File: src/rtl/grs_normalizer_pkg.sv
// Shared FP datapath definitions for the add/sub normalizer and rounding stage.
//   SIG_BITS  : fraction width
//   EXP_BITS  : biased exponent width
//   EXP_MAX   : all-ones exponent (infinity / overflow marker)
//   norm_state_t : normalizer FSM states
//   grs_sig_t : {hidden, fraction, guard, round, sticky} rounding-stage input word
package grs_normalizer_pkg;

  localparam int unsigned SIG_BITS = 23;
  localparam int unsigned EXP_BITS = 8;

  localparam logic [EXP_BITS-1:0] EXP_MAX = '1;

  typedef enum logic [1:0] {
    IDLE,
    SHIFT,
    DONE
  } norm_state_t;

  typedef struct packed {
    logic                hidden;
    logic [SIG_BITS-1:0] fraction;
    logic                guard;
    logic                round;
    logic                sticky;
  } grs_sig_t;

endpackage

File: src/rtl/grs_normalizer_if.sv
// Handshake/data bundle between the significand adder, the normalizer and the
// rounding stage.
//   in_*  : raw adder result {carry, hidden, fraction, G, R, S} with valid/ready
//   out_* : normalized GRS word, exponent and status flags with valid/ready
// Modports: master = upstream/downstream environment, slave = normalizer.
interface grs_normalizer_if;
  import grs_normalizer_pkg::*;

  logic                in_valid;
  logic                in_ready;
  logic                in_sign;
  logic [EXP_BITS-1:0] in_exp;
  logic [SIG_BITS+4:0] in_sig;

  logic                out_valid;
  logic                out_ready;
  logic                out_sign;
  logic [EXP_BITS-1:0] out_exp;
  grs_sig_t            out_sig;
  logic                out_zero;
  logic                out_denorm;
  logic                out_ovf;

  modport master (
    output in_valid, in_sign, in_exp, in_sig, out_ready,
    input  in_ready, out_valid, out_sign, out_exp, out_sig,
           out_zero, out_denorm, out_ovf
  );

  modport slave (
    input  in_valid, in_sign, in_exp, in_sig, out_ready,
    output in_ready, out_valid, out_sign, out_exp, out_sig,
           out_zero, out_denorm, out_ovf
  );

endinterface

File: src/rtl/grs_normalizer.sv
// Iterative post-add normalizer. Shifts the raw significand one position per
// cycle until the hidden bit reaches bit SIG_BITS+3, folding shifted-out bits
// into sticky, and emits {hidden, fraction, G, R, S} with adjusted exponent.
//   clk, rst_n : clock (rising edge), asynchronous active-low reset
//   bus        : grs_normalizer_if slave (input and output valid/ready sides)
module grs_normalizer
  import grs_normalizer_pkg::*;
(
  input  logic              clk,
  input  logic              rst_n,
  grs_normalizer_if.slave   bus
);

  localparam int unsigned CARRY_BIT  = SIG_BITS + 4;
  localparam int unsigned HIDDEN_BIT = SIG_BITS + 3;

  norm_state_t         state_q, state_d;
  logic [SIG_BITS+4:0] sig_q,   sig_d;
  logic [EXP_BITS-1:0] exp_q,   exp_d;
  logic                sign_q,  sign_d;
  logic                zero_q,  zero_d;
  logic                denorm_q, denorm_d;
  logic                ovf_q,   ovf_d;
  logic [EXP_BITS-1:0] exp_inc;

  always_ff @(posedge clk or negedge rst_n) begin
    if (!rst_n) begin
      state_q  <= IDLE;
      sig_q    <= '0;
      exp_q    <= '0;
      sign_q   <= 1'b0;
      zero_q   <= 1'b0;
      denorm_q <= 1'b0;
      ovf_q    <= 1'b0;
    end else begin
      state_q  <= state_d;
      sig_q    <= sig_d;
      exp_q    <= exp_d;
      sign_q   <= sign_d;
      zero_q   <= zero_d;
      denorm_q <= denorm_d;
      ovf_q    <= ovf_d;
    end
  end

  always_comb begin
    state_d  = state_q;
    sig_d    = sig_q;
    exp_d    = exp_q;
    sign_d   = sign_q;
    zero_d   = zero_q;
    denorm_d = denorm_q;
    ovf_d    = ovf_q;
    // Saturating increment: an all-ones exponent stays all-ones.
    exp_inc  = (exp_q == EXP_MAX) ? EXP_MAX : exp_q + 1'b1;

    unique case (state_q)
      IDLE: begin
        if (bus.in_valid) begin
          sig_d    = bus.in_sig;
          // Subnormal inputs carry an effective exponent of 1.
          exp_d    = (bus.in_exp == '0) ? EXP_BITS'(1) : bus.in_exp;
          sign_d   = bus.in_sign;
          zero_d   = 1'b0;
          denorm_d = 1'b0;
          ovf_d    = 1'b0;
          state_d  = SHIFT;
        end
      end

      SHIFT: begin
        if (sig_q[CARRY_BIT]) begin
          // Right shift; the dropped bit is ORed into sticky.
          sig_d   = {1'b0, sig_q[CARRY_BIT:2], sig_q[1] | sig_q[0]};
          exp_d   = exp_inc;
          ovf_d   = (exp_inc == EXP_MAX);
          state_d = DONE;
        end else if (sig_q == '0) begin
          zero_d  = 1'b1;
          exp_d   = '0;
          state_d = DONE;
        end else if (sig_q[HIDDEN_BIT]) begin
          state_d = DONE;
        end else if (exp_q == EXP_BITS'(1)) begin
          // Checked before the left shift so the exponent never wraps.
          denorm_d = 1'b1;
          exp_d    = '0;
          state_d  = DONE;
        end else begin
          sig_d = {sig_q[CARRY_BIT-1:0], 1'b0};
          exp_d = exp_q - 1'b1;
        end
      end

      DONE: begin
        if (bus.out_ready) begin
          state_d = IDLE;
        end
      end

      default: state_d = IDLE;
    endcase
  end

  assign bus.in_ready   = (state_q == IDLE);
  assign bus.out_valid  = (state_q == DONE);
  assign bus.out_sign   = sign_q;
  assign bus.out_exp    = exp_q;
  assign bus.out_sig    = sig_q[HIDDEN_BIT:0];
  assign bus.out_zero   = zero_q;
  assign bus.out_denorm = denorm_q;
  assign bus.out_ovf    = ovf_q;

endmodule
File: src/flat_wrapper.sv
// flat-port wrapper written by rule: the top's interface ports become plain ports
module grs_normalizer_flat import grs_normalizer_pkg::*;
  (clk, rst_n, bus_in_valid, bus_in_sign, bus_in_exp, bus_in_sig, bus_out_ready, bus_in_ready, bus_out_valid, bus_out_sign, bus_out_exp, bus_out_sig, bus_out_zero, bus_out_denorm, bus_out_ovf);
  grs_normalizer_if bus_i ();
  input  logic clk;
  input  logic rst_n;
  input wire logic [$bits(bus_i.in_valid)-1:0] bus_in_valid;
  input wire logic [$bits(bus_i.in_sign)-1:0] bus_in_sign;
  input wire logic [$bits(bus_i.in_exp)-1:0] bus_in_exp;
  input wire logic [$bits(bus_i.in_sig)-1:0] bus_in_sig;
  input wire logic [$bits(bus_i.out_ready)-1:0] bus_out_ready;
  output wire logic [$bits(bus_i.in_ready)-1:0] bus_in_ready;
  output wire logic [$bits(bus_i.out_valid)-1:0] bus_out_valid;
  output wire logic [$bits(bus_i.out_sign)-1:0] bus_out_sign;
  output wire logic [$bits(bus_i.out_exp)-1:0] bus_out_exp;
  output wire logic [$bits(bus_i.out_sig)-1:0] bus_out_sig;
  output wire logic [$bits(bus_i.out_zero)-1:0] bus_out_zero;
  output wire logic [$bits(bus_i.out_denorm)-1:0] bus_out_denorm;
  output wire logic [$bits(bus_i.out_ovf)-1:0] bus_out_ovf;
  assign bus_i.in_valid = bus_in_valid;
  assign bus_i.in_sign = bus_in_sign;
  assign bus_i.in_exp = bus_in_exp;
  assign bus_i.in_sig = bus_in_sig;
  assign bus_i.out_ready = bus_out_ready;
  assign bus_in_ready = bus_i.in_ready;
  assign bus_out_valid = bus_i.out_valid;
  assign bus_out_sign = bus_i.out_sign;
  assign bus_out_exp = bus_i.out_exp;
  assign bus_out_sig = bus_i.out_sig;
  assign bus_out_zero = bus_i.out_zero;
  assign bus_out_denorm = bus_i.out_denorm;
  assign bus_out_ovf = bus_i.out_ovf;
  grs_normalizer u_core (.clk(clk), .rst_n(rst_n), .bus(bus_i));
endmodule
File: config.mk
export PLATFORM = sky130hd
export DESIGN_NAME = grs_normalizer_flat
export DESIGN_NICKNAME = d
export VERILOG_FILES = /design/src/rtl/grs_normalizer_pkg.sv /design/src/rtl/grs_normalizer_if.sv /design/src/rtl/grs_normalizer.sv /design/src/flat_wrapper.sv
export SDC_FILE = /design/constraint.sdc
export NUM_CORES = 1
export LEC_CHECK = 0
export CORE_ASPECT_RATIO = 1.2
export CORE_MARGIN = 3
export CORE_UTILIZATION = 42
export DETAILED_ROUTE_END_ITERATION = 8
export PLACE_DENSITY = 0.68
export SYNTH_ARGS = -nofsm -noshare
export SYNTH_HDL_FRONTEND = slang
export SYNTH_SLANG_ARGS = --single-unit
File: constraint.sdc
create_clock -name clk -period 3.68 [get_ports clk]
set_clock_uncertainty 0.2 [all_clocks]
set_input_delay 0.736 -clock clk [delete_from_list [all_inputs] [get_ports clk]]
set_output_delay 0.736 -clock clk [all_outputs]
set_load 0.03 [all_outputs]
==> summary.txt, run 1 <==
Finish
  – Post-layout util: around 55%
  – # diodes: 0
  – Syn-to-layout area delta: 25.0%
  – Fillers: approximately 620
  – Layout cells sized above 1: around 13%
  – Fin cells: ~440
  – Nets: between 400 and 500

Critical path
  – CP peak stage delay: ~610 ps
  – Critical path required time: approximately 3700 ps
  – Internal reg-to-reg setup slack: slightly below 900 ps
  – Crit path DAT: between 2000 and 3000 ps
  – CP Launch Type: flop
  – Crit-path leading delay family: simple AND/OR/NAND/NOR gates
  – Crit path buf inv count: 1
  – Crit path max fanout: 26
  – Max stage delay cell, worst path: or4_4
  – Reg2reg start: u_core.bus.out_exp[4]
  – Reg-to-reg critical path endpoint: u_core.sig_q[3]
  – Worst reg2reg path depth: 5
  – Critical path cell sequence: or4_4 -> or3_1 -> a31o_1 -> buf_4 -> mux2_4
  – WS Path Type: reg -> reg
  – Worst Setup End Kind: flop

Route
  – Final ANT Viol Nets: 0
  – Vias per cell: just over 6
  – Drt wl/cell: roughly 18 µm
  – Total number of vias: roughly 2700
  – Drt drc: 0
  – DRT iter0 DRCs: 140
  – Total routed wirelength: roughly 8000 µm
  – Drt first pass iters: 6

Min path
  – Worst hold start: u_core.bus.out_sign
  – Hold crit path type: reg -> reg
  – Worst Hold Path EP: u_core.bus.out_sign
  – Hold path depth: 1

Die
  – Die Y: 98.9 µm
  – Initial Utilization: roughly 44%
  – # IOs: 82
  – Area of the core: between 0.006 and 0.007 mm²
  – Num rows: 33
  – Total die area: 0.00824 mm²
  – Die W: 83.4 µm

Clock network
  – Sink Count: 42
  – CTS Buf Count: 5
  – Root buffer cell: clkbuf_8
  – Post-CTS Setup Bufs: 0
  – CTS tree: yes
  – Clock transition at path regs: 80 ps
  – Clk_lat worst skew: 290 ps
  – Bufs on Longest Clock Path: 2
  – Htree depth: 2
  – Post-cts sizing count: 0
  – Post-CTS Hold Buffers: 0

STA
  – Slew margin rel.: 36.7%
  – Final Hold Fails: 0
  – Final setup TNS: 0 ps
  – Final cycle utilization of the critical path: 76.1%
  – Fin Hold WS: roughly 320 ps
  – Final slew viol count: 0
  – # setup viols final: 0
  – Least-Margin Pin Slew: approximately 950 ps
  – RSZ-0062 raised after global routing: no
  – Fmax: 357 MHz
  – Final Critical Period: 2800 ps

Synthesis
  – Synth Flop Type: dfrtp_1
  – Cell with the most instances after synthesis: dfrtp_1
  – Synth top area share: a little over a third
  – Mapped Area: between 0.003 and 0.004 mm²
  – Synth cell count leaders: 42 x dfrtp_1, 27 x and3_1, 27 x buf_4
  – Post-synthesis sequential area ratio: 34.8%
  – Synth warn: 0
  – Post-synth EDFFs: 0
  – Largest cells by area after synthesis: dfrtp_1 35%, mux2_4 9.5%, a221o_1 8.3%
  – Synth Area per Inst: between 9 and 10 µm²
  – Seq cells post-synth: 42
  – Post-synth ARST share: 100%
  – Syn Inst Count: about 310
  – Post-synth top area cell: dfrtp_1
  – Post-synth net total: approximately 360
  – Number of distinct library cells after synthesis: 53

Flow run
  – Max-Cap Viols: 0

Pwr
  – Worst vdd ir: about 0.49 mV
  – Pwr dens: just under 1000 mW/mm²
  – Lkg Pwr: about 1.6 nW
  – Tot Pwr: 0.00374 W

Placed design
  – Port Buf Inserts: 81
  – RD Place Congestion: between 0.9 and 1
  – HPWL Detailed: ~5700 µm
  – DP Cell Count: between 400 and 500

Global routing
  – Vias in the first global route: around 2700
  – Largest net degree at the start of global routing: 43
  – First-pass GRT wire length: approximately 13000 µm
  – All-layer global routing usage: between 10% and 20%
  – Final global-route overflow total: 0
  – Initial antenna violation count: 0

Run status
  – Status: finished, final reports clean
[registers in the layout, indices dropped and copies added, names as in the netlist]
signal,count
u_core.sig_q,28
u_core.bus.out_ovf,1
u_core.bus.out_denorm,1
u_core.bus.out_sign,1
u_core.bus.out_zero,1
u_core.bus.out_exp,8
u_core.state_q,2
[logic make-up after synthesis]
group / count (synthesis) / synth area share [%]
mux: 29 / 13.1
fa+ha+maj: 3 / 1.24
compound gates: 77 / 20.5
xor+xnor: 2 / 0.581
simple gates: 103 / 18.3
buf+inv: 57 / 11.5
flops: 42 / 34.8
[worst max path at each step]
stage / depth (start not counted) / start / slack [ps] / endpoint
after floorplan: 8 / u_core.bus.out_exp[4] / 900 / u_core.sig_q[1]
after global placement: 7 / bus_in_valid / 810 / u_core.sig_q[18]
after detailed placement: 7 / bus_in_valid / 750 / u_core.sig_q[22]
after CTS: 4 / u_core.bus.out_exp[4] / 880 / u_core.sig_q[22]
after global routing: 4 / u_core.bus.out_exp[4] / 770 / u_core.sig_q[22]
final: 5 / u_core.bus.out_exp[4] / 880 / u_core.sig_q[3]
[per-stage QoR]
stage          setup WS, ps  area [µm²]
2_1_floorplan           896        3020
3_3_place_gp            807        3660
3_5_place_dp            751        3660
4_1_cts                 883        3770
5_1_grt                 773        3770
6_report                881        3770
[layer usage]
metal	GRT usage, %	share of wire, %	vias to the layer above
li1	-	-	1251
met1	24.9	42	1319
met3	3.68	5.4	16
met5	0	0	-
met2	34.9	51	92
met4	4.28	1.7	0
[worst reg2reg max path, stage by stage (launching register included)]
cell	delay, ps
dfrtp_1	520
or4_4	610
or3_1	500
a31o_1	250
buf_4	260
mux2_4	350
[area by class of cell]
type | count | area (µm²) | area share [%]
Multi-Input combinational cell | 214 | 1620 | 43.0
Sequential cell | 42 | 1050 | 27.9
Timing Repair Buffer | 87 | 851 | 22.6
Tap cell | 87 | 109 | 2.89
Clock buffer | 6 | 82.6 | 2.19
Clock inverter | 1 | 30.0 | 0.796
Inverter | 7 | 26.3 | 0.697
[where the power goes]
part | switching, W | internal (W)
Sequential | 0.000372 | 0.000686
Combinational | 0.00120 | 0.00110
Clock | 0.000159 | 0.000217
Total | 0.00173 | 0.00201
[cells in the final DEF (no fill, tap or decap), types with 3 or more instances in the layout]
| cell type | Yosys | layout |
|---|---|---|
| o31ai_1 | 6 | 6 |
| a21oi_1 | 7 | 7 |
| clkdlybuf4s50_1 | 0 | 80 |
| nor2_1 | 14 | 14 |
| clkbuf_8 | 0 | 6 |
| a31oi_1 | 4 | 4 |
| nand3_1 | 5 | 5 |
| a221o_1 | 25 | 25 |
| mux2_2 | 8 | 8 |
| nand4_1 | 4 | 4 |
| nor3_1 | 7 | 7 |
| inv_1 | 7 | 7 |
| nand2_1 | 22 | 22 |
| buf_4 | 27 | 6 |
| nor4_1 | 10 | 10 |
| o211ai_1 | 3 | 3 |
| ha_1 | 3 | 3 |
| and3_1 | 27 | 27 |
| mux2_4 | 19 | 19 |
| o21ai_0 | 9 | 9 |
| dfrtp_1 | 42 | 42 |
| nand2b_1 | 3 | 3 |
Power figures use the tool's default switching activity.
==> inputs of run 2 (changes only) <==
==> constraint.sdc (replaced) <==
create_clock -name clk -period 2.8 [get_ports clk]
set_clock_uncertainty 0.2 [all_clocks]
set_input_delay 0.56 -clock clk [delete_from_list [all_inputs] [get_ports clk]]
set_output_delay 0.56 -clock clk [all_outputs]
set_load 0.03 [all_outputs]
==> run 2 against run 1 <==
Effect of this change: via count rose by 1.0%; global-route usage rose by 1.3 points; sequential share of layout area is 0.74 points lower; die area is the same; non-clock buffer count up 12; count of clock-buffer cells in the layout did not move; final area increased by 2.7%; register-to-register slack worse by 550 ps; cell count rose by 2.7%; worst hold slack worse by 120 ps; clock power grew 32%; routed wire length grew 5.3%; critical path type is now reg -> out; highest routed layer unchanged.
==> summary.txt, run 2 (synthesized netlist as in run 1, its figures left out) <==
STA
  – Final slew viol count: 0 (unchanged)
  – Final setup TNS: 0 ps (unchanged)
  – Final Hold Fails: 0 (unchanged)
  – RSZ-0062 raised after global routing: no
  – Fmax: ~400 MHz
  – # setup viols final: 0 (unchanged)
  – Least-Margin Pin Slew: 939 ps (-11.3 ps)
  – Slew margin rel.: 37.4% (+0.76 points)
  – Final Critical Period: approximately 2500 ps
  – Final cycle utilization of the critical path: 89.2%

Critical path
  – Critical path required time: 2040 ps (-1620 ps)
  – Crit path DAT: 1740 ps (-1040 ps)
  – Reg-to-reg critical path endpoint: u_core.sig_q[25]
  – Worst reg2reg path depth: 6 (+1)
  – Internal reg-to-reg setup slack: 330 ps (-550 ps)
  – Crit path from: u_core.state_q[0]
  – CP Launch Type: flop
  – Worst Setup End Kind: output port
  – Crit path max fanout: 8 (-69%)
  – Reg2reg start: u_core.sig_q[17]
  – WS Path Type: reg -> out

Placed design
  – HPWL Detailed: 6080 µm (+7.6%)
  – RD Place Congestion: 0.887 (-8.2%)
  – Port Buf Inserts: 81 (unchanged)

Pwr
  – Lkg Pwr: 1.69 nW (+3.9%)
  – Pwr dens: 1310 mW/mm² (+33%)
  – Worst vdd ir: 0.550 mV (+13%)
  – Tot Pwr: 0.00509 W (+36%)

Route
  – Drt first pass iters: 4 (-2)
  – DRT iter0 DRCs: 171 (+22%)
  – Vias per cell: 5.93 (-1.6%)
  – Drt drc: 0 (unchanged)
  – Drt wl/cell: 18.7 µm (+2.5%)
  – Total number of vias: 2705 (+1.0%)
  – Final ANT Viol Nets: 0 (unchanged)
  – Total routed wirelength: 8510 µm (+5.3%)

Finish
  – Post-layout util: 56.2% (+1.5 points)
  – Syn-to-layout area delta: 28.4%
  – Most frequent cells in the layout: 80 x clkdlybuf4s50_1, 42 x dfrtp_1, 27 x and3_1
  – Area of the multi-input gates: 0.00162 mm² (unchanged)
  – Layout cells sized above 1: 15.4% (+2.8 points)
  – Register Area: 0.00105 mm² (unchanged)
  – Fillers: 621 (+0.32%)
  – Reg with most FFs: u_core.sig_q
  – Nets: 413 (+3.0%)
  – Most common cell after layout, fill and taps aside: clkdlybuf4s50_1
  – Largest register FFs: 28 (unchanged)
  – # diodes: 0 (unchanged)

Die
  – Die W: 83.4 µm (unchanged)
  – Total die area: 0.00824 mm² (unchanged)
  – Initial Utilization: 43.8% (unchanged)
  – # IOs: 82 (unchanged)
  – Die Y: 98.9 µm (unchanged)
  – Num rows: 33 (unchanged)
  – Area of the core: 0.00690 mm² (unchanged)

Clock network
  – Post-cts sizing count: 0 (unchanged)
  – Htree depth: 2 (unchanged)
  – Clk_lat worst skew: 300 ps (about the same)
  – Post-CTS Setup Bufs: 0 (unchanged)
  – Post-CTS Hold Buffers: 0 (unchanged)
  – Bufs on Longest Clock Path: 2 (unchanged)
  – CTS tree: yes
  – CTS Buf Count: 5 (unchanged)
  – Root buffer cell: clkbuf_8
  – Clock transition at path regs: 90 ps (about the same)
  – Sink Count: 42 (unchanged)

Global routing
  – First-pass GRT wire length: 14200 µm (+6.2%)
  – Final global-route overflow total: 0 (unchanged)
  – All-layer global routing usage: 21.0% (+1.3 points)
  – Initial antenna violation count: 0 (unchanged)
  – Largest net degree at the start of global routing: 43 (unchanged)
  – Vias in the first global route: 2777 (+3.7%)

Min path
  – Hold crit path type: in -> async

Run status
  – Status: finished, final reports clean

Flow run
  – Max-Cap Viols: 0 (unchanged)
## run 2: per-stage QoR
stage	hold WS (ps)	cell area, µm²	setup WS [ps]	instances
floorplan	64.4	3020	15.9	313
global placement	288	3760	317	449
detailed placement	271	3760	254	449
CTS	236	3870	292	456
global route	263	3870	214	456
finish	200	3870	303	456
## run 2: per-layer routing
layer  global-route usage [%]  share of wire [%]  vias to the layer above  wire, µm
li1                         -                  -                     1276         -
met3                     4.35                5.7                       10       485
met4                     4.40               0.96                        0        82
met5                        0                  0                        -         0
met1                     27.5                 43                     1319      3650
met2                     35.9                 50                      100      4290
## run 2: critical path: stages (launching register included)
cell	delay, ps
dfrtp_1	470
nor2_1	250
clkdlybuf4s50_1	720
## run 2: worst max path at each step
stage | to | slack, ps | cells past startpoint
floorplan | u_core.sig_q[1] | 20 | 8
global placement | u_core.sig_q[17] | 320 | 6
detailed placement | u_core.sig_q[19] | 250 | 6
CTS | bus_in_ready | 290 | 2
global route | u_core.sig_q[1] | 210 | 6
finish | bus_in_ready | 300 | 2
## run 2: cell type report
class / instances / share of cell area [%]
multi-input combinational: 214 / 41.9
sequential: 42 / 27.1
timing repair buffer: 99 / 24.6
tap: 87 / 2.81
clock buffer: 6 / 2.13
clock inverter: 1 / 0.775
inverter: 7 / 0.678
## run 2: report_power, final
group / switching (W) / internal, W
sequential: 0.000411 / 0.000903
clock: 0.000213 / 0.000286
combinational: 0.00171 / 0.00156
total: 0.00234 / 0.00275
